$ cat src/rtl/snoop_cache_node.sv
// Snooping MESI cache node: direct-mapped, write-back, one word per line.
// Serves load/store requests, fetches/evicts lines over the shared bus and answers snoops.
module snoop_cache_node #(
  parameter int NUM_LINES = 4,
  parameter int TAG_W     = 3,
  parameter int DATA_W    = 3,
  localparam int IDX_W    = $clog2(NUM_LINES),
  localparam int ADDR_W   = TAG_W + IDX_W
) (
  input  logic              clock,
  input  logic              clear_n,
  input  logic              cpu_req_valid,
  input  logic              cpu_req_write,
  input  logic [ADDR_W-1:0] cpu_req_addr,
  input  logic [DATA_W-1:0] cpu_req_wdata,
  output logic              cpu_req_ready,
  output logic              cpu_resp_valid,
  output logic [DATA_W-1:0] cpu_resp_data,
  output logic              cpu_resp_hit,
  output logic              bus_req,
  input  logic              bus_grant,
  output logic [1:0]        bus_cmd_out,
  output logic [ADDR_W-1:0] bus_addr_out,
  output logic [DATA_W-1:0] bus_data_out,
  input  logic [1:0]        bus_cmd_in,
  input  logic [ADDR_W-1:0] bus_addr_in,
  input  logic              shared_in,
  input  logic              flush_in,
  input  logic [DATA_W-1:0] bus_data_in,
  input  logic              mem_ack,
  output logic              shared_out,
  output logic              flush_out
);

  typedef enum logic [1:0] {LS_I = 2'd0, LS_S = 2'd1, LS_E = 2'd2, LS_M = 2'd3} line_state_e;
  typedef enum logic [1:0] {CMD_NONE = 2'd0, CMD_BUSRD = 2'd1, CMD_BUSRDX = 2'd2, CMD_FLUSH = 2'd3} bus_cmd_e;
  typedef enum logic [2:0] {ST_IDLE, ST_LOOKUP, ST_ARB, ST_WB, ST_ISSUE, ST_FILL, ST_RESP} fsm_e;

  fsm_e fsm_q, fsm_d;

  line_state_e       state_q [NUM_LINES];
  logic [TAG_W-1:0]  tag_q   [NUM_LINES];
  logic [DATA_W-1:0] data_q  [NUM_LINES];

  logic              req_write_q;
  logic [ADDR_W-1:0] req_addr_q;
  logic [DATA_W-1:0] req_wdata_q;
  logic [DATA_W-1:0] resp_data_q;
  logic              resp_hit_q;
  logic              fill_first_q;
  logic              shared_seen_q;
  logic              shared_q;
  logic              flush_q;
  logic [DATA_W-1:0] flush_data_q;

  logic [IDX_W-1:0] req_idx, snp_idx;
  logic [TAG_W-1:0] req_tag, snp_tag;
  logic             snp_hit;
  line_state_e      snp_new;
  line_state_e      cur_state;
  logic             hit, store_hit, lookup_done, victim_dirty, fill_shared;

  assign req_idx = req_addr_q[IDX_W-1:0];
  assign req_tag = req_addr_q[ADDR_W-1:IDX_W];
  assign snp_idx = bus_addr_in[IDX_W-1:0];
  assign snp_tag = bus_addr_in[ADDR_W-1:IDX_W];

  // Snooping is suspended only while this node itself owns the command bus.
  assign snp_hit = (fsm_q != ST_WB) && (fsm_q != ST_ISSUE) &&
                   ((bus_cmd_in == CMD_BUSRD) || (bus_cmd_in == CMD_BUSRDX)) &&
                   (tag_q[snp_idx] == snp_tag) && (state_q[snp_idx] != LS_I);
  assign snp_new = (bus_cmd_in == CMD_BUSRDX) ? LS_I : LS_S;

  // Local decisions see the line as it will be after this cycle's snoop.
  assign cur_state    = (snp_hit && (snp_idx == req_idx)) ? snp_new : state_q[req_idx];
  assign hit          = (tag_q[req_idx] == req_tag) && (cur_state != LS_I);
  assign store_hit    = hit && req_write_q && ((cur_state == LS_E) || (cur_state == LS_M));
  assign lookup_done  = hit && (!req_write_q || store_hit);
  assign victim_dirty = !hit && (cur_state == LS_M);
  // A flushing owner keeps a shared copy, so its flush also counts as a sharer.
  assign fill_shared  = fill_first_q ? (shared_in | flush_in) : shared_seen_q;

  always_comb begin
    // NOTE: every output of this block gets a default first, so no path leaves a latch.
    fsm_d          = fsm_q;
    cpu_req_ready  = 1'b0;
    cpu_resp_valid = 1'b0;
    cpu_resp_data  = '0;
    cpu_resp_hit   = 1'b0;
    bus_req        = 1'b0;
    bus_cmd_out    = CMD_NONE;
    bus_addr_out   = '0;
    bus_data_out   = flush_q ? flush_data_q : '0;
    unique case (fsm_q)
      ST_IDLE: begin
        cpu_req_ready = 1'b1;
        if (cpu_req_valid) fsm_d = ST_LOOKUP;
      end
      ST_LOOKUP: fsm_d = lookup_done ? ST_RESP : ST_ARB;
      ST_ARB: begin
        bus_req = 1'b1;
        if (bus_grant) fsm_d = victim_dirty ? ST_WB : ST_ISSUE;
      end
      ST_WB: begin
        bus_req      = 1'b1;
        bus_cmd_out  = CMD_FLUSH;
        bus_addr_out = {tag_q[req_idx], req_idx};
        bus_data_out = data_q[req_idx];
        fsm_d        = ST_ISSUE;
      end
      ST_ISSUE: begin
        bus_req      = 1'b1;
        bus_cmd_out  = req_write_q ? CMD_BUSRDX : CMD_BUSRD;
        bus_addr_out = req_addr_q;
        fsm_d        = ST_FILL;
      end
      ST_FILL: begin
        bus_req = 1'b1;
        if (mem_ack) fsm_d = ST_RESP;
      end
      ST_RESP: begin
        cpu_resp_valid = 1'b1;
        cpu_resp_data  = resp_data_q;
        cpu_resp_hit   = resp_hit_q;
        fsm_d          = ST_IDLE;
      end
      default: fsm_d = ST_IDLE;
    endcase
  end

  always_ff @(posedge clock or negedge clear_n) begin
    if (!clear_n) begin
      fsm_q         <= ST_IDLE;
      req_write_q   <= 1'b0;
      req_addr_q    <= '0;
      req_wdata_q   <= '0;
      resp_data_q   <= '0;
      resp_hit_q    <= 1'b0;
      fill_first_q  <= 1'b0;
      shared_seen_q <= 1'b0;
      shared_q      <= 1'b0;
      flush_q       <= 1'b0;
      flush_data_q  <= '0;
    end else begin
      fsm_q        <= fsm_d;
      fill_first_q <= (fsm_q == ST_ISSUE);
      shared_q     <= snp_hit;
      flush_q      <= snp_hit && (state_q[snp_idx] == LS_M);
      flush_data_q <= data_q[snp_idx];
      if (fill_first_q) shared_seen_q <= shared_in | flush_in;
      if ((fsm_q == ST_IDLE) && cpu_req_valid) begin
        req_write_q <= cpu_req_write;
        req_addr_q  <= cpu_req_addr;
        req_wdata_q <= cpu_req_wdata;
      end
      if (fsm_q == ST_LOOKUP) begin
        resp_hit_q  <= 1'b1;
        resp_data_q <= req_write_q ? req_wdata_q : data_q[req_idx];
      end
      if ((fsm_q == ST_FILL) && mem_ack) begin
        resp_hit_q  <= 1'b0;
        resp_data_q <= req_write_q ? req_wdata_q : bus_data_in;
      end
    end
  end

  always_ff @(posedge clock or negedge clear_n) begin
    if (!clear_n) begin
      // NOTE: the line array is small and must come up Invalid, so it is reset like any register.
      for (int i = 0; i < NUM_LINES; i++) begin
        state_q[i] <= LS_I;
        tag_q[i]   <= '0;
        data_q[i]  <= '0;
      end
    end else begin
      // NOTE: non-blocking updates; a local update below overrides the snoop update to the same line.
      if (snp_hit) state_q[snp_idx] <= snp_new;
      unique case (fsm_q)
        ST_LOOKUP: if (store_hit) begin
          state_q[req_idx] <= LS_M;
          data_q[req_idx]  <= req_wdata_q;
        end
        ST_WB: state_q[req_idx] <= LS_I;
        ST_FILL: if (mem_ack) begin
          tag_q[req_idx]   <= req_tag;
          state_q[req_idx] <= req_write_q ? LS_M : (fill_shared ? LS_S : LS_E);
          data_q[req_idx]  <= req_write_q ? req_wdata_q : bus_data_in;
        end
        default: ;
      endcase
    end
  end

  assign shared_out = shared_q;
  assign flush_out  = flush_q;

endmodule
$ cat config.mk
export PLATFORM = sky130hd
export DESIGN_NAME = snoop_cache_node
export DESIGN_NICKNAME = d
export VERILOG_FILES = /design/src/rtl/snoop_cache_node.sv
export SDC_FILE = /design/constraint.sdc
export NUM_CORES = 1
export LEC_CHECK = 0
export ABC_AREA = 1
export BUFFER_PORTS_ARGS = -buffer_cell sky130_fd_sc_hd__buf_2
export CAP_MARGIN = 20
export CORE_MARGIN = 3
export CORE_UTILIZATION = 45
export CTS_CLUSTER_SIZE = 14
export DETAILED_ROUTE_END_ITERATION = 10
export GPL_TIMING_DRIVEN = 0
export MAX_ROUTING_LAYER = met4
export PLACE_DENSITY = 0.65
export SLEW_MARGIN = 20
export SYNTH_ARGS = -nofsm -noshare
export SYNTH_HDL_FRONTEND = slang
export SYNTH_SLANG_ARGS = --single-unit
$ cat constraint.sdc
create_clock -name clock -period 4.3 [get_ports clock]
set_input_delay 0.43 -clock clock [delete_from_list [all_inputs] [get_ports clock]]
set_output_delay 0.43 -clock clock [all_outputs]
set_load 0.1 [all_outputs]
-- Word level (Yosys, flattened, before mapping)
Index checks and enable logic that the tools add are counted.
- order comparisons: 4
- equality and inequality tests: 20
- mux-type cells: 63
- bitwise gates (word level): 6
- reduce and logical (&&, ||, !) cells: 29
- operators with widths (operator ; count):
    two-way mux 3 bit ; 21
    bitwise mux 12 bit ; 3
    binary-select mux 3 bit (select 2 bit) ; 4
    two-way mux 12 bit ; 2
    two-way mux 8 bit ; 3
    case mux 12 bit (2 select lines) ; 1
    case mux 8 bit (3 select lines) ; 1
    two-way mux 2 bit ; 10
    case mux 3 bit (6 select lines) ; 1
    bitwise mux 8 bit ; 2
    logical AND 1 bit ; 15
    case mux 5 bit (2 select lines) ; 1
    == test 3 bit, second input constant ; 3
    bitwise AND 8 bit ; 1
    binary-select mux 2 bit (select 2 bit) ; 2
    demux 2 bit (select 2 bit) ; 2
    == test 2 bit, second input constant ; 4
    two-way mux 1 bit ; 8
    inequality test 2 bit, second input constant ; 4
    NOT 8 bit ; 1
    OR 8 bit ; 1
    nonzero test 2 bit ; 4
    demux 3 bit (select 2 bit) ; 1
    == test 3 x 2 -> 1 bit, second input constant ; 2
    17 further kinds ; 25
- flip-flop bits (word level): 55
- input bits: 26

-- Depth between registers and ports, before layout
- word-level depth: 17
- mapped depth: 17
- mapped depth without buffers: 16

-- Least setup slack after synthesis
No wires, ideal clock.
- kind: register to output
- from: reg fsm_q[1]
- to: out cpu_resp_data[0]
- arrival: 3334 ps
- setup slack: 536 ps
- cell stages (with the launch flop): 5
- buffers on the path: 0
- path through: dfrtp_1 > nand2_1 > nor2_1 > inv_1 > nor2_1
- word-level cells in the longest chain between the ends: 2
- ends and longest elaborated chain (what ; line ; RTL):
    from (decl) ; 39 ; fsm_e fsm_q, fsm_d;
    from (signal assigned) ; 145 ; fsm_q <= fsm_d;
    == test 3 bit ; 94 ; unique case (fsm_q)
    two-way mux 3 bit ; 94 ;
    to (decl) ; 18 ; output logic [DATA_W-1:0] cpu_resp_data,
No other way between the ends.

-- Worst setup path after layout
- from: reg req_addr_q[1]
- to: out bus_data_out[1]
- word-level cells in the longest chain between the ends: 5
- ends and longest elaborated chain (what ; line ; RTL):
    from (decl) ; 46 ; logic [ADDR_W-1:0] req_addr_q;
    from (signal assigned) ; 153 ; req_addr_q <= cpu_req_addr;
    NOT 2 -> 3 bit (implied by the code) ; 108 ; bus_data_out = data_q[req_idx];
    binary-select mux 3 bit (select 2 bit) ; 108 ;
    two-way mux 3 bit (implied by the code) (2 in a row) ; 108 ;
    two-way mux 3 bit ; 94 ;
    to (decl) ; 24 ; output logic [DATA_W-1:0] bus_data_out,
No other way between the ends. The select of a mux whose other input is x is not followed.

==> qor_table.md <==
| Group | Metric | This run |
|:---|:---|:---|
| logic synthesis | Yosys top cell by area | sky130_fd_sc_hd__dfrtp_1 |
| cts | Number of buffers inserted by hold repair at cts | 0 |
| timing | Max_slew headroom | 0.536 |
| timing | Top achievable clock speed | 370 MHz |
| critical path | Critical path capture point | bus_data_out[1] |
| logic synthesis | Area share of the leading cell type in the synthesized netlist | 0.432 |
| timing | Number of failing setup endpoints in the final timing report | 0 |
| logic synthesis | Ys async rst share | 1.00 |
| critical path | Critical path origin | req_addr_q[1]$_DFFE_PN0P_ |
| critical path | Levels on crit path | 7 |
| cts | Clock sinks | 55 |
| critical path | Worst-path cell with the longest stage delay | sky130_fd_sc_hd__nor2_1 |
| critical path | Worst Path Max Fanout | 8 |
| cts | TritonCTS buffer count | 5 |
| timing | Final count of pins violating max slew | 0 |
| critical path | Biggest cell delay along the critical path | 0.49 ns |
| route | Detailed Routing Iterations Pass 1 | 5 |
| floorplan | Standard-cell row count | 30 |
| pwr | Cell Pwr Density | 773 nW/um^2 |
| grt | Vias in the first global route | 2876 |
| floorplan | Starting utilization of the core area | 0.466 |
| timing | Hold_ws | 0.152 ns |
| critical path | Endpoint of the worst register-to-register path | data_q[7]$_DFFE_PN0P_ |
| logic synthesis | Distinct cell type count after synthesis | 28 |
| timing | Setup repair after global routing missed its margin | false |
| logic synthesis | Sequential-to-total area share from yosys stat | 0.432 |
| route | Detailed-route wire length per cell | 14.5 um |
| critical path | Worst reg-to-reg setup slack | 2.11 ns |
| critical path | Critical path data required time | 3.87 ns |
| critical path | Worst Setup Start Kind | flop |
| cts | Insertion delay of the later-clocked pin in the worst-skew pair | 0.31 ns |
| logic synthesis | Count of mapped cells out of synthesis | 441 |
| route | Antenna violation net count after detailed routing | 0 |
| logic synthesis | Total of flip-flops plus latches after synthesis | 55 |
| cts | Clock transition at the register clock pins on the worst setup and hold paths after CTS | 0.10 ns |
| route | Via Count | 3077 |
| cts | Max clock buf depth | 2 |
| pwr | Sw Pwr | 1.47 mW |
| timing | Hold Fails Final Rpt | 0 |
| timing | Setup Total Neg Slack | 0 ns |
| critical path | Critical path class | flop to output port |
| timing | Post-route minimum period | 2.70 ns |
| finish | Final net count | 518 |
| critical path | Worst reg-to-reg path cell count | 11 |
| floorplan | Area of the core | 6830 sq um |
| logic synthesis | Yosys warning total | 0 |
| logic synthesis | Mapped Nets | 468 |
| floorplan | Die area | 8120 sq um |
| pwr | Combinational Power Share | 0.544 |
| cts | # H-tree levels | 2 |
| run status | Status | finished, final reports clean |
| cts | CTS root buf | sky130_fd_sc_hd__clkbuf_8 |
| run | # Max-Cap Violations | 0 |
| logic synthesis | Number of flops mapped to enable cells by yosys | 0 |
| hold path | Path category of the worst min-delay check | input port to async pin |
| critical path | Reg-to-reg critical path startpoint | req_addr_q[1]$_DFFE_PN0P_ |
| cts | Post-CTS setup buffer count | 0 |
| pwr | Cell Int Power | 1.35 mW |
| grt | Global-route wire length before repair | 14200 um |
| floorplan | Die extent in y | 90.1 um |
| critical path | Kind of cell with the highest combined delay on the critical path | simple AND/OR/NAND/NOR gates |
| finish | Antenna diodes | 0 |
| grt | Global route overflow | 0 |
| timing | Part of the cycle the worst path needs | 0.629 |
| logic synthesis | Cell types with the largest area share after synthesis | sky130_fd_sc_hd__dfrtp_1 (43%), sky130_fd_sc_hd__nand2_1 (16%), sky130_fd_sc_hd__inv_1 (5.5%) |
| pwr | Highest ir drop seen on vdd | 0.000309 V |
| grt | Number of antenna violations at the first check in global routing | 0 |
| finish | Area delta synth->final | 14.8% |
| placed design | Last weighted congestion value of the routability-driven placer | 0.946 |
| cts | Gates resized, CTS repair | 0 |
| logic synthesis | Post-synthesis cell area | 3180 sq um |
| timing | Setup Skew | 0.0111 ns |
| route | Residual DRC count | 0 |
| pwr | Portion of total power attributed to sequential cells | 0.314 |
| placed design | Number of input and output port buffers inserted | 43 |
| floorplan | I/O pins | 45 |
| pwr | Net switching fraction of the power | 0.521 |
| logic synthesis | Syn_area_per_cell | 7.22 sq um |
| pwr | Lkg Pwr | 1.88 nW |
| timing | Least-Margin Pin Slew | 0.696 ns |
| grt | Maximum number of pins on one net before global-route repair | 56 |
| logic synthesis | Post-synth top flop | sky130_fd_sc_hd__dfrtp_1 |
| cts | CTS tree | built |
| pwr | Clk pwr share | 0.142 |
| finish | Share of post-route cells with drive strength above 1 | 0.157 |
| critical path | Worst path cell trace | buf_2 -> nor2_1 -> a22oi_1 -> o221ai_1 -> nand2_1 -> nand2_1 -> buf_2 |
| route | Iteration-0 DRC Markers | 328 |
| critical path | Worst setup EP type | output port |
| floorplan | Horizontal die dimension | 90.1 um |
| critical path | CP arrival | 2.27 ns |
| critical path | WP buf/inv | 2 |
| grt | Total global routing track utilization | 0.222 |
| placed design | Sum of net half-perimeters after detailed placement | 6480 um |
| route | Routed WL | 8540 um |
| route | Drt via density | 5.23 |
| finish | Total of fill cells in the finished design | 704 |
-- per-layer routing --
| layer | global-route usage | routed length [um] |
|---|---|---|
| met3 | 0.0360 | 467 |
| met1 | 0.305 | 4040 |
| met5 | - | 0 |
| met4 | 0.0561 | 116 |
| met2 | 0.343 | 3920 |
-- placed cells by master, fill, tap and decap left out --
cell / synthesis / routed
sky130_fd_sc_hd__nand2_2: 3 / 3
sky130_fd_sc_hd__dfrtp_1: 55 / 55
sky130_fd_sc_hd__buf_2: 1 / 43
sky130_fd_sc_hd__buf_4: 1 / 2
sky130_fd_sc_hd__inv_2: 5 / 5
sky130_fd_sc_hd__nor3_1: 5 / 5
sky130_fd_sc_hd__clkbuf_1: 2 / 3
sky130_fd_sc_hd__clkbuf_8: 0 / 5
sky130_fd_sc_hd__clkinv_1: 3 / 3
sky130_fd_sc_hd__o21ai_4: 1 / 1
sky130_fd_sc_hd__o21ai_0: 22 / 22
sky130_fd_sc_hd__inv_1: 47 / 47
sky130_fd_sc_hd__nand3_1: 28 / 28
sky130_fd_sc_hd__o221ai_1: 12 / 12
sky130_fd_sc_hd__a21oi_1: 19 / 19
sky130_fd_sc_hd__nand2_1: 137 / 137
sky130_fd_sc_hd__o22ai_1: 5 / 5
sky130_fd_sc_hd__a22oi_1: 6 / 6
sky130_fd_sc_hd__nand3_2: 4 / 4
sky130_fd_sc_hd__xor2_1: 1 / 1
sky130_fd_sc_hd__nand4_1: 1 / 1
sky130_fd_sc_hd__bufinv_16: 0 / 2
sky130_fd_sc_hd__o211ai_1: 5 / 5
sky130_fd_sc_hd__buf_6: 3 / 3
sky130_fd_sc_hd__nor2_1: 47 / 47
sky130_fd_sc_hd__nor2_2: 6 / 6
sky130_fd_sc_hd__mux2_2: 3 / 3
sky130_fd_sc_hd__o21ai_1: 17 / 17
sky130_fd_sc_hd__o21a_1: 1 / 1
sky130_fd_sc_hd__ha_1: 1 / 1
-- Yosys cell counts, types with 2 or more instances --
cell                         n
sky130_fd_sc_hd__nand2_1   137
sky130_fd_sc_hd__dfrtp_1    55
sky130_fd_sc_hd__inv_1      47
sky130_fd_sc_hd__nor2_1     47
sky130_fd_sc_hd__nand3_1    28
sky130_fd_sc_hd__o21ai_0    22
sky130_fd_sc_hd__a21oi_1    19
sky130_fd_sc_hd__o21ai_1    17
sky130_fd_sc_hd__o221ai_1   12
sky130_fd_sc_hd__a22oi_1     6
sky130_fd_sc_hd__nor2_2      6
sky130_fd_sc_hd__inv_2       5
sky130_fd_sc_hd__nor3_1      5
sky130_fd_sc_hd__o211ai_1    5
sky130_fd_sc_hd__o22ai_1     5
sky130_fd_sc_hd__nand3_2     4
sky130_fd_sc_hd__buf_6       3
sky130_fd_sc_hd__clkinv_1    3
sky130_fd_sc_hd__mux2_2      3
sky130_fd_sc_hd__nand2_2     3
sky130_fd_sc_hd__clkbuf_1    2
-- worst min-delay path by stage --
stage,end,cells past startpoint
2_1_floorplan,data_q[0]$_DFFE_PN0P_,0
4_1_cts,shared_out$_DFF_PN0_,1
3_5_place_dp,data_q[5]$_DFFE_PN0P_,2
3_3_place_gp,data_q[2]$_DFFE_PN0P_,2
6_report,tag_q[7]$_DFFE_PN0P_,1
5_1_grt,tag_q[7]$_DFFE_PN0P_,1
-- cell type report --
| cell class | count | area (sq um) | area share |
|---|---|---|---|
| clock buffers | 6 | 72.6 | 0.0199 |
| repair buffers | 43 | 218 | 0.0596 |
| flip-flops and latches | 55 | 1380 | 0.377 |
| clock inverters | 2 | 60.1 | 0.0164 |
| inverters | 55 | 206 | 0.0565 |
| well taps | 96 | 120 | 0.0329 |
| multi-input cells | 324 | 1550 | 0.423 |
| plain buffers | 7 | 53.8 | 0.0147 |
-- cells by family (layout without fill, tap and decap cells) --
family                   count (synthesis)  after routing  share of synthesized area
buffers and inverters                   62            113                     0.0818
multiplexers                             3              3                     0.0106
adder cells (fa/ha/maj)                  1              1                    0.00393
XOR/XNOR                                 1              1                    0.00275
AND/OR/NAND/NOR                        231            231                      0.301
flip-flops                              55             55                      0.432
AO/OA/AOI/OAI                           88             88                      0.167
-- flip-flops by register name, summed over array words and instances, names as in the netlist --
register,count
data_q,12
fill_first_q,1
flush_data_q,3
flush_out,1
fsm_q,3
req_addr_q,5
req_wdata_q,3
req_write_q,1
resp_data_q,3
resp_hit_q,1
shared_out,1
shared_seen_q,1
state_q,8
tag_q,12
-- power groups by stage --
stage	logic, mW	clock network (mW)	registers (mW)
global placement	1.51	0	0.889
floorplan	1.23	0	0.852
global route	1.68	0.433	0.917
CTS	1.53	0.407	0.883
finish	1.54	0.401	0.887
detailed placement	1.52	0	0.893
-- per-stage QoR --
step	total power, mW	cell area, sq um	worst slack [ns]	utilization	cells
floorplan	2.08	3180	0.536	-	441
global placement	2.40	3520	1.97	0.515	580
detailed placement	2.42	3520	1.96	0.515	580
finish	2.82	3650	1.60	0.535	588
global route	3.03	3650	1.42	0.535	588
CTS	2.82	3650	1.61	0.535	588
Note: power is estimated with default switching activity, not from simulation.
